**src/rtl/af_pkg.sv**
```systemverilog
// Shared types and helpers for the autofocus hill-climb sequencer.
package af_pkg;

    typedef enum logic [3:0] {
        ST_IDLE,
        ST_MOVE,
        ST_WAIT_ACK,
        ST_SETTLE,
        ST_MEASURE,
        ST_ADVANCE,
        ST_FINE_INIT,
        ST_FINAL_MOVE,
        ST_FINAL_ACK
    } af_state_e;

    typedef enum logic [1:0] {
        PH_IDLE   = 2'd0,
        PH_COARSE = 2'd1,
        PH_FINE   = 2'd2,
        PH_FINAL  = 2'd3
    } af_phase_e;

    localparam int unsigned SETTLE_W = 3;

    // Signed offset from a centre position, clamped into [lo_lim, hi_lim].
    function automatic int clamp_window(input int centre, input int offset,
                                        input int lo_lim, input int hi_lim);
        int v;
        v = centre + offset;
        if (v < lo_lim) begin
            return lo_lim;
        end
        if (v > hi_lim) begin
            return hi_lim;
        end
        return v;
    endfunction

endpackage

```
**src/rtl/af_sweep_range.sv**
```systemverilog
// Position stepper: walks pos from lo by step and flags the last point not beyond hi.
module af_sweep_range
    import af_pkg::*;
#(
    parameter int unsigned POS_W = 10
) (
    input  logic             clk,
    input  logic             rst_n,
    input  logic             load,
    input  logic             advance,
    input  logic [POS_W-1:0] lo,
    input  logic [POS_W-1:0] hi,
    input  logic [POS_W-1:0] step,
    output logic [POS_W-1:0] pos,
    output logic             last_c
);

    logic [POS_W-1:0] hi_q;
    logic [POS_W-1:0] step_q;
    logic [POS_W:0]   next_c;

    // One extra bit so a step past the top of the range cannot wrap.
    assign next_c = {1'b0, pos} + {1'b0, step_q};
    assign last_c = (next_c > {1'b0, hi_q});

    always_ff @(posedge clk or negedge rst_n) begin
        if (!rst_n) begin
            pos    <= '0;
            hi_q   <= '0;
            step_q <= '0;
        end else if (load) begin
            pos    <= lo;
            hi_q   <= hi;
            step_q <= step;
        end else if (advance && !last_c) begin
            pos    <= next_c[POS_W-1:0];
        end
    end

endmodule

```
**src/rtl/af_hill_climb_ctrl.sv**
```systemverilog
// Autofocus search sequencer: coarse sweep, fine sweep around the coarse peak, then park at the best position.
module af_hill_climb_ctrl
    import af_pkg::*;
#(
    parameter int unsigned POS_W         = 10,
    parameter int unsigned SHARP_W       = 32,
    parameter int unsigned POS_MIN       = 0,
    parameter int unsigned POS_MAX       = 1023,
    parameter int unsigned COARSE_STEP   = 64,
    parameter int unsigned FINE_STEP     = 8,
    parameter int unsigned SETTLE_FRAMES = 1
) (
    input  logic               VIDEO_CLK,
    input  logic               RESET_N,
    input  logic               START,
    input  logic               ABORT,
    input  logic               FRAME_END,
    input  logic               SHARP_VALID,
    input  logic [SHARP_W-1:0] SHARP,
    output logic               VCM_REQ,
    output logic [POS_W-1:0]   VCM_POS,
    input  logic               VCM_ACK,
    output logic               BUSY,
    output logic               DONE,
    output logic [POS_W-1:0]   BEST_POS,
    output logic [SHARP_W-1:0] BEST_SHARP,
    output logic [1:0]         PHASE
);

    af_state_e           state_q, state_d;
    af_phase_e           phase_q, phase_d;
    logic                req_q, req_d;
    logic [POS_W-1:0]    vcm_pos_q, vcm_pos_d;
    logic                busy_q, busy_d;
    logic                done_q, done_d;
    logic [POS_W-1:0]    best_pos_q, best_pos_d;
    logic [SHARP_W-1:0]  best_sharp_q, best_sharp_d;
    logic [SETTLE_W-1:0] settle_q, settle_d;

    logic                load_c;
    logic                adv_c;
    logic [POS_W-1:0]    lo_c;
    logic [POS_W-1:0]    hi_c;
    logic [POS_W-1:0]    step_c;
    logic [POS_W-1:0]    sweep_pos;
    logic                sweep_last_c;

    af_sweep_range #(
        .POS_W (POS_W)
    ) u_sweep (
        .clk     (VIDEO_CLK),
        .rst_n   (RESET_N),
        .load    (load_c),
        .advance (adv_c),
        .lo      (lo_c),
        .hi      (hi_c),
        .step    (step_c),
        .pos     (sweep_pos),
        .last_c  (sweep_last_c)
    );

    always_ff @(posedge VIDEO_CLK or negedge RESET_N) begin
        if (!RESET_N) begin
            state_q      <= ST_IDLE;
            phase_q      <= PH_IDLE;
            req_q        <= 1'b0;
            vcm_pos_q    <= POS_W'(POS_MIN);
            busy_q       <= 1'b0;
            done_q       <= 1'b0;
            best_pos_q   <= '0;
            best_sharp_q <= '0;
            settle_q     <= '0;
        end else begin
            state_q      <= state_d;
            phase_q      <= phase_d;
            req_q        <= req_d;
            vcm_pos_q    <= vcm_pos_d;
            busy_q       <= busy_d;
            done_q       <= done_d;
            best_pos_q   <= best_pos_d;
            best_sharp_q <= best_sharp_d;
            settle_q     <= settle_d;
        end
    end

    // Next-state and next-output logic.
    always_comb begin
        state_d      = state_q;
        phase_d      = phase_q;
        req_d        = req_q;
        vcm_pos_d    = vcm_pos_q;
        busy_d       = busy_q;
        done_d       = 1'b0;
        best_pos_d   = best_pos_q;
        best_sharp_d = best_sharp_q;
        settle_d     = settle_q;
        load_c       = 1'b0;
        adv_c        = 1'b0;
        lo_c         = POS_W'(POS_MIN);
        hi_c         = POS_W'(POS_MAX);
        step_c       = POS_W'(COARSE_STEP);

        case (state_q)
            ST_IDLE: begin
                if (START) begin
                    load_c       = 1'b1;
                    best_sharp_d = '0;
                    best_pos_d   = POS_W'(POS_MIN);
                    phase_d      = PH_COARSE;
                    busy_d       = 1'b1;
                    state_d      = ST_MOVE;
                end
            end
            ST_MOVE: begin
                req_d     = 1'b1;
                vcm_pos_d = sweep_pos;
                state_d   = ST_WAIT_ACK;
            end
            ST_WAIT_ACK: begin
                if (VCM_ACK) begin
                    req_d    = 1'b0;
                    settle_d = SETTLE_W'(SETTLE_FRAMES);
                    state_d  = ST_SETTLE;
                end
            end
            ST_SETTLE: begin
                if (settle_q == '0) begin
                    state_d = ST_MEASURE;
                end else if (FRAME_END) begin
                    settle_d = settle_q - SETTLE_W'(1);
                    if (settle_q == SETTLE_W'(1)) begin
                        state_d = ST_MEASURE;
                    end
                end
            end
            ST_MEASURE: begin
                if (SHARP_VALID) begin
                    // Strictly greater: a tie keeps the earlier position.
                    if (SHARP > best_sharp_q) begin
                        best_sharp_d = SHARP;
                        best_pos_d   = sweep_pos;
                    end
                    state_d = ST_ADVANCE;
                end
            end
            ST_ADVANCE: begin
                if (!sweep_last_c) begin
                    adv_c   = 1'b1;
                    state_d = ST_MOVE;
                end else if (phase_q == PH_COARSE) begin
                    state_d = ST_FINE_INIT;
                end else begin
                    state_d = ST_FINAL_MOVE;
                end
            end
            ST_FINE_INIT: begin
                load_c  = 1'b1;
                lo_c    = POS_W'(clamp_window(int'(best_pos_q), -int'(COARSE_STEP),
                                              int'(POS_MIN), int'(POS_MAX)));
                hi_c    = POS_W'(clamp_window(int'(best_pos_q), int'(COARSE_STEP),
                                              int'(POS_MIN), int'(POS_MAX)));
                step_c  = POS_W'(FINE_STEP);
                phase_d = PH_FINE;
                state_d = ST_MOVE;
            end
            ST_FINAL_MOVE: begin
                phase_d   = PH_FINAL;
                vcm_pos_d = best_pos_q;
                req_d     = 1'b1;
                state_d   = ST_FINAL_ACK;
            end
            ST_FINAL_ACK: begin
                if (VCM_ACK) begin
                    req_d   = 1'b0;
                    done_d  = 1'b1;
                    busy_d  = 1'b0;
                    phase_d = PH_IDLE;
                    state_d = ST_IDLE;
                end
            end
            default: begin
                state_d = ST_IDLE;
            end
        endcase

        // Abort overrides everything, including a coincident acknowledge or sample.
        if (ABORT && (state_q != ST_IDLE)) begin
            state_d      = ST_IDLE;
            phase_d      = PH_IDLE;
            req_d        = 1'b0;
            busy_d       = 1'b0;
            done_d       = 1'b0;
            best_pos_d   = best_pos_q;
            best_sharp_d = best_sharp_q;
            load_c       = 1'b0;
            adv_c        = 1'b0;
        end
    end

    assign VCM_REQ    = req_q;
    assign VCM_POS    = vcm_pos_q;
    assign BUSY       = busy_q;
    assign DONE       = done_q;
    assign BEST_POS   = best_pos_q;
    assign BEST_SHARP = best_sharp_q;
    assign PHASE      = phase_q;

endmodule
```
**config.mk**
```make
export PLATFORM = sky130hd
export DESIGN_NAME = af_hill_climb_ctrl
export DESIGN_NICKNAME = d
export VERILOG_FILES = /design/src/rtl/af_pkg.sv /design/src/rtl/af_sweep_range.sv /design/src/rtl/af_hill_climb_ctrl.sv
export SDC_FILE = /design/constraint.sdc
export NUM_CORES = 1
export LEC_CHECK = 0
export ABC_AREA = 0
export CAP_MARGIN = 30
export CORE_MARGIN = 8
export CORE_UTILIZATION = 54
export DETAILED_ROUTE_END_ITERATION = 6
export PLACE_DENSITY = 0.81
export SLEW_MARGIN = 15
export SYNTH_ARGS = -nofsm -noshare
export SYNTH_HDL_FRONTEND = slang
export SYNTH_SLANG_ARGS = --single-unit
```
**constraint.sdc**
```tcl
create_clock -name VIDEO_CLK -period 4.05 [get_ports VIDEO_CLK]
set_input_delay 0.81 -clock VIDEO_CLK [delete_from_list [all_inputs] [get_ports VIDEO_CLK]]
set_output_delay 0.81 -clock VIDEO_CLK [all_outputs]
set_load 0.05 [all_outputs]
```
==> results.sh <==
export IMPL_status="complete, no violations"
export IMPL_io_pins=96
export IMPL_grt_pass1_wl_um=25200
export IMPL_clk_pin_slew_ns=0.10
export IMPL_insertion_delay_ns=0.36
export IMPL_cts_hold_buf=0
export IMPL_vias=5013
export IMPL_min_period_ns=3.36
export IMPL_path_max_fanout=6
export IMPL_yosysSeqAreaShare_pct=38.9
export IMPL_synth_seq_cells=86
export IMPL_syn_num_nets=705
export IMPL_antenna_found_initial=0
export IMPL_drc_errors=0
export IMPL_skew_ns=0.0140
export IMPL_synth_area_leader_cell="dfrtp_1"
export IMPL_fp_dieH_um=117
export IMPL_gr_total_overflow=0
export IMPL_yosys_top_cells_count="125 x nand2_1, 86 x dfrtp_1, 52 x ha_1, 52 x inv_1, 48 x mux2i_1"
export IMPL_wl_per_cell_um=18.1
export IMPL_grt_max_degree=71
export IMPL_critical_path_arrival_ns=3.61
export IMPL_clockBufferDepth=2
export IMPL_crit_type="reg2reg"
export IMPL_cpMaxStageDelayCell="o41ai_2"
export IMPL_ys_flop_type="dfrtp_1"
export IMPL_nNetsFinal=788
export IMPL_fmax_mhz=298
export IMPL_dieArea_um2=13700
export IMPL_track_usage_pct=23.3
export IMPL_htree_levels=3
export IMPL_async_flop_share_pct=100
export IMPL_cts_root_buf="clkbuf_8"
export IMPL_syn_to_final_growth_pct=22.9
export IMPL_max_cap_violations=0
export IMPL_rsz0062_at_grt="false"
export IMPL_yosysMostFrequentCell="nand2_1"
export IMPL_post_route_period_util_pct=83.0
export IMPL_setup_worst_path_end_class="register"
export IMPL_grt_pass1_vias=5127
export IMPL_start_kind="register"
export IMPL_numCtsBuffers=9
export IMPL_via_per_inst=5.98
export IMPL_cts_sink_count=86
export IMPL_ant_nets=0
export IMPL_post_cts_buffers=0
export IMPL_drive_gt1_share_pct=4.99
export IMPL_post_cts_resized=0
export IMPL_slowest_delay_ns=0.67
export IMPL_hold_viol_final=0
export IMPL_drt_wl_total_um=15200
export IMPL_cpMostUsedCell="ha_1"
export IMPL_synth_area_leaders="dfrtp_1 39%, ha_1 12%, mux2i_1 8.7%, nand2_1 8.5%, inv_1 3.5%"
export IMPL_reg2regPathDepth=11
export IMPL_synthCells=614
export IMPL_dpl_hpwl_um=11200
export IMPL_synth_cell_types=63
export IMPL_synth_edf_count=0
export IMPL_synth_top_area_share_pct=38.9
export IMPL_leakage_nw=3.13
export IMPL_port_buffers=95
export IMPL_initial_core_util_pct=54.6
export IMPL_gp_congestion=0.871
export IMPL_fin_setup_tns_ns=0
export IMPL_num_rows=37
export IMPL_peakVddDrop_mv=0.278
export IMPL_drv_slew=0
export IMPL_fill_cells=779
export IMPL_slew_headroom_pct=46.0
export IMPL_path_cells="ha_1 -> ha_1 -> a31oi_1 -> nand2b_1 -> and2_1 -> ha_1 -> a21o_1 -> a21o_1 -> o41ai_2 -> a311oi_1 -> o221a_2"
export IMPL_fin_cells=838
export IMPL_syn_area_um2=5540
export IMPL_crit_family="compound AO/OA/AOI/OAI gates"
export IMPL_cts_tree="built"
export IMPL_cp_num_buf_inv=0
export IMPL_dr_pass1_iters=5
export IMPL_yosys_warnings=0
export IMPL_diodes=0
export IMPL_placed_cells_incl_taps=821
export IMPL_cp_num_cells=11
export IMPL_hp_class="in2async"
export IMPL_tightestPinTransition_ns=0.810
export IMPL_worstPathRequired_ns=4.30
export IMPL_p_per_area_nw_per_um2=444
export IMPL_dieWidth_um=117
export IMPL_synth_area_per_cell_um2=9.02
export IMPL_finalSetupViolCount=0
export IMPL_core_um2=10100
export IMPL_drtIter0Drc=308
==> cells in the final DEF (no fill, tap or decap), drive strengths merged, types with 6 or more instances in the layout <==
cell type      synthesis  routed
clkbuf                22      13
nand4                 13      13
nor2                  21      21
a2bb2oi                7       7
clkdlybuf4s50          0      94
buf                   10      10
nor3                  11      11
dfrtp                 86      86
inv                   52      52
nand2                125     125
nand3                 12      12
nor4                   6       6
ha                    52      52
a21o                   6       6
o21ai                 31      31
a211oi                 6       6
mux2i                 48      48
a22oi                  6       6
nand2b                 7       7
a21oi                 26      26
==> cells by family after synthesis <==
logic type	share of synthesized area, %
AOI/OAI and AO/OA	15.4
and+or+nand+nor	17.9
xor gates and xnor gates	0.791
muxes	8.68
DFF	38.9
adders and majority gates	11.9
buffers and inverters	6.35
==> state kept, by name, summed over array words and instances, names as in the netlist <==
register / cells
PHASE: 2
BEST_SHARP: 32
u_sweep.pos: 10
VCM_POS: 10
BUSY: 1
BEST_POS: 10
DONE: 1
u_sweep.step_q: 2
state_q: 4
u_sweep.hi_q: 10
VCM_REQ: 1
settle_q: 3
==> power breakdown <==
group          switching (mW)  leakage, nW  internal [mW]
Combinational           0.733         1.92          0.464
Sequential              0.172         1.11          0.981
Clock                   0.318        0.102          0.351
==> area by class of cell <==
type | count | area [um2] | area share (%)
tap | 136 | 170 | 2.50
timing repair buffer | 104 | 1040 | 15.3
clock buffer | 13 | 139 | 2.04
multi-input combinational | 444 | 3040 | 44.6
inverter | 52 | 195 | 2.87
sequential | 86 | 2150 | 31.6
clock inverter | 3 | 68.8 | 1.01
==> per-stage QoR <==
stage	cell area (um2)	total power [mW]	hold slack, ns	setup slack (ns)	util (%)
after CTS	6780	2.99	0.489	0.747	66.9
after detailed placement	6580	2.34	0.475	0.493	64.9
after floorplan	5540	1.97	0.454	1.20	-
after global routing	6800	3.19	0.377	0.537	67.1
final	6800	3.02	0.362	0.689	67.1
after global placement	6580	2.28	0.468	0.630	64.9
==> metal layers <==
| layer | wire [um] | global-route usage [%] | vias up |
|---|---|---|---|
| li1 | - | - | 2327 |
| met1 | 6250 | 27.5 | 2450 |
| met2 | 7620 | 40.0 | 195 |
| met3 | 950 | 5.90 | 41 |
| met4 | 371 | 8.36 | 0 |
| met5 | 0 | 0 | - |
==> final timing paths <==
path / startpoint / endpoint / slack (ns)
setup / recovery: u_sweep.pos[3]$_DFFE_PN0P_ / state_q[2]$_DFFE_PN0P_ / 0.69
hold / removal: RESET_N / BEST_SHARP[22]$_DFFE_PN0P_ / 0.36
setup reg to reg: u_sweep.pos[3]$_DFFE_PN0P_ / state_q[2]$_DFFE_PN0P_ / 0.69
hold reg to reg: VCM_POS[3]$_DFFE_PN0P_ / VCM_POS[3]$_DFFE_PN0P_ / 0.49
max in group asynchronous: RESET_N / settle_q[2]$_DFFE_PN0P_ / 3.11
min in group VIDEO_CLK: VCM_POS[3]$_DFFE_PN0P_ / VCM_POS[3]$_DFFE_PN0P_ / 0.49
Power figures use the tool's default switching activity.
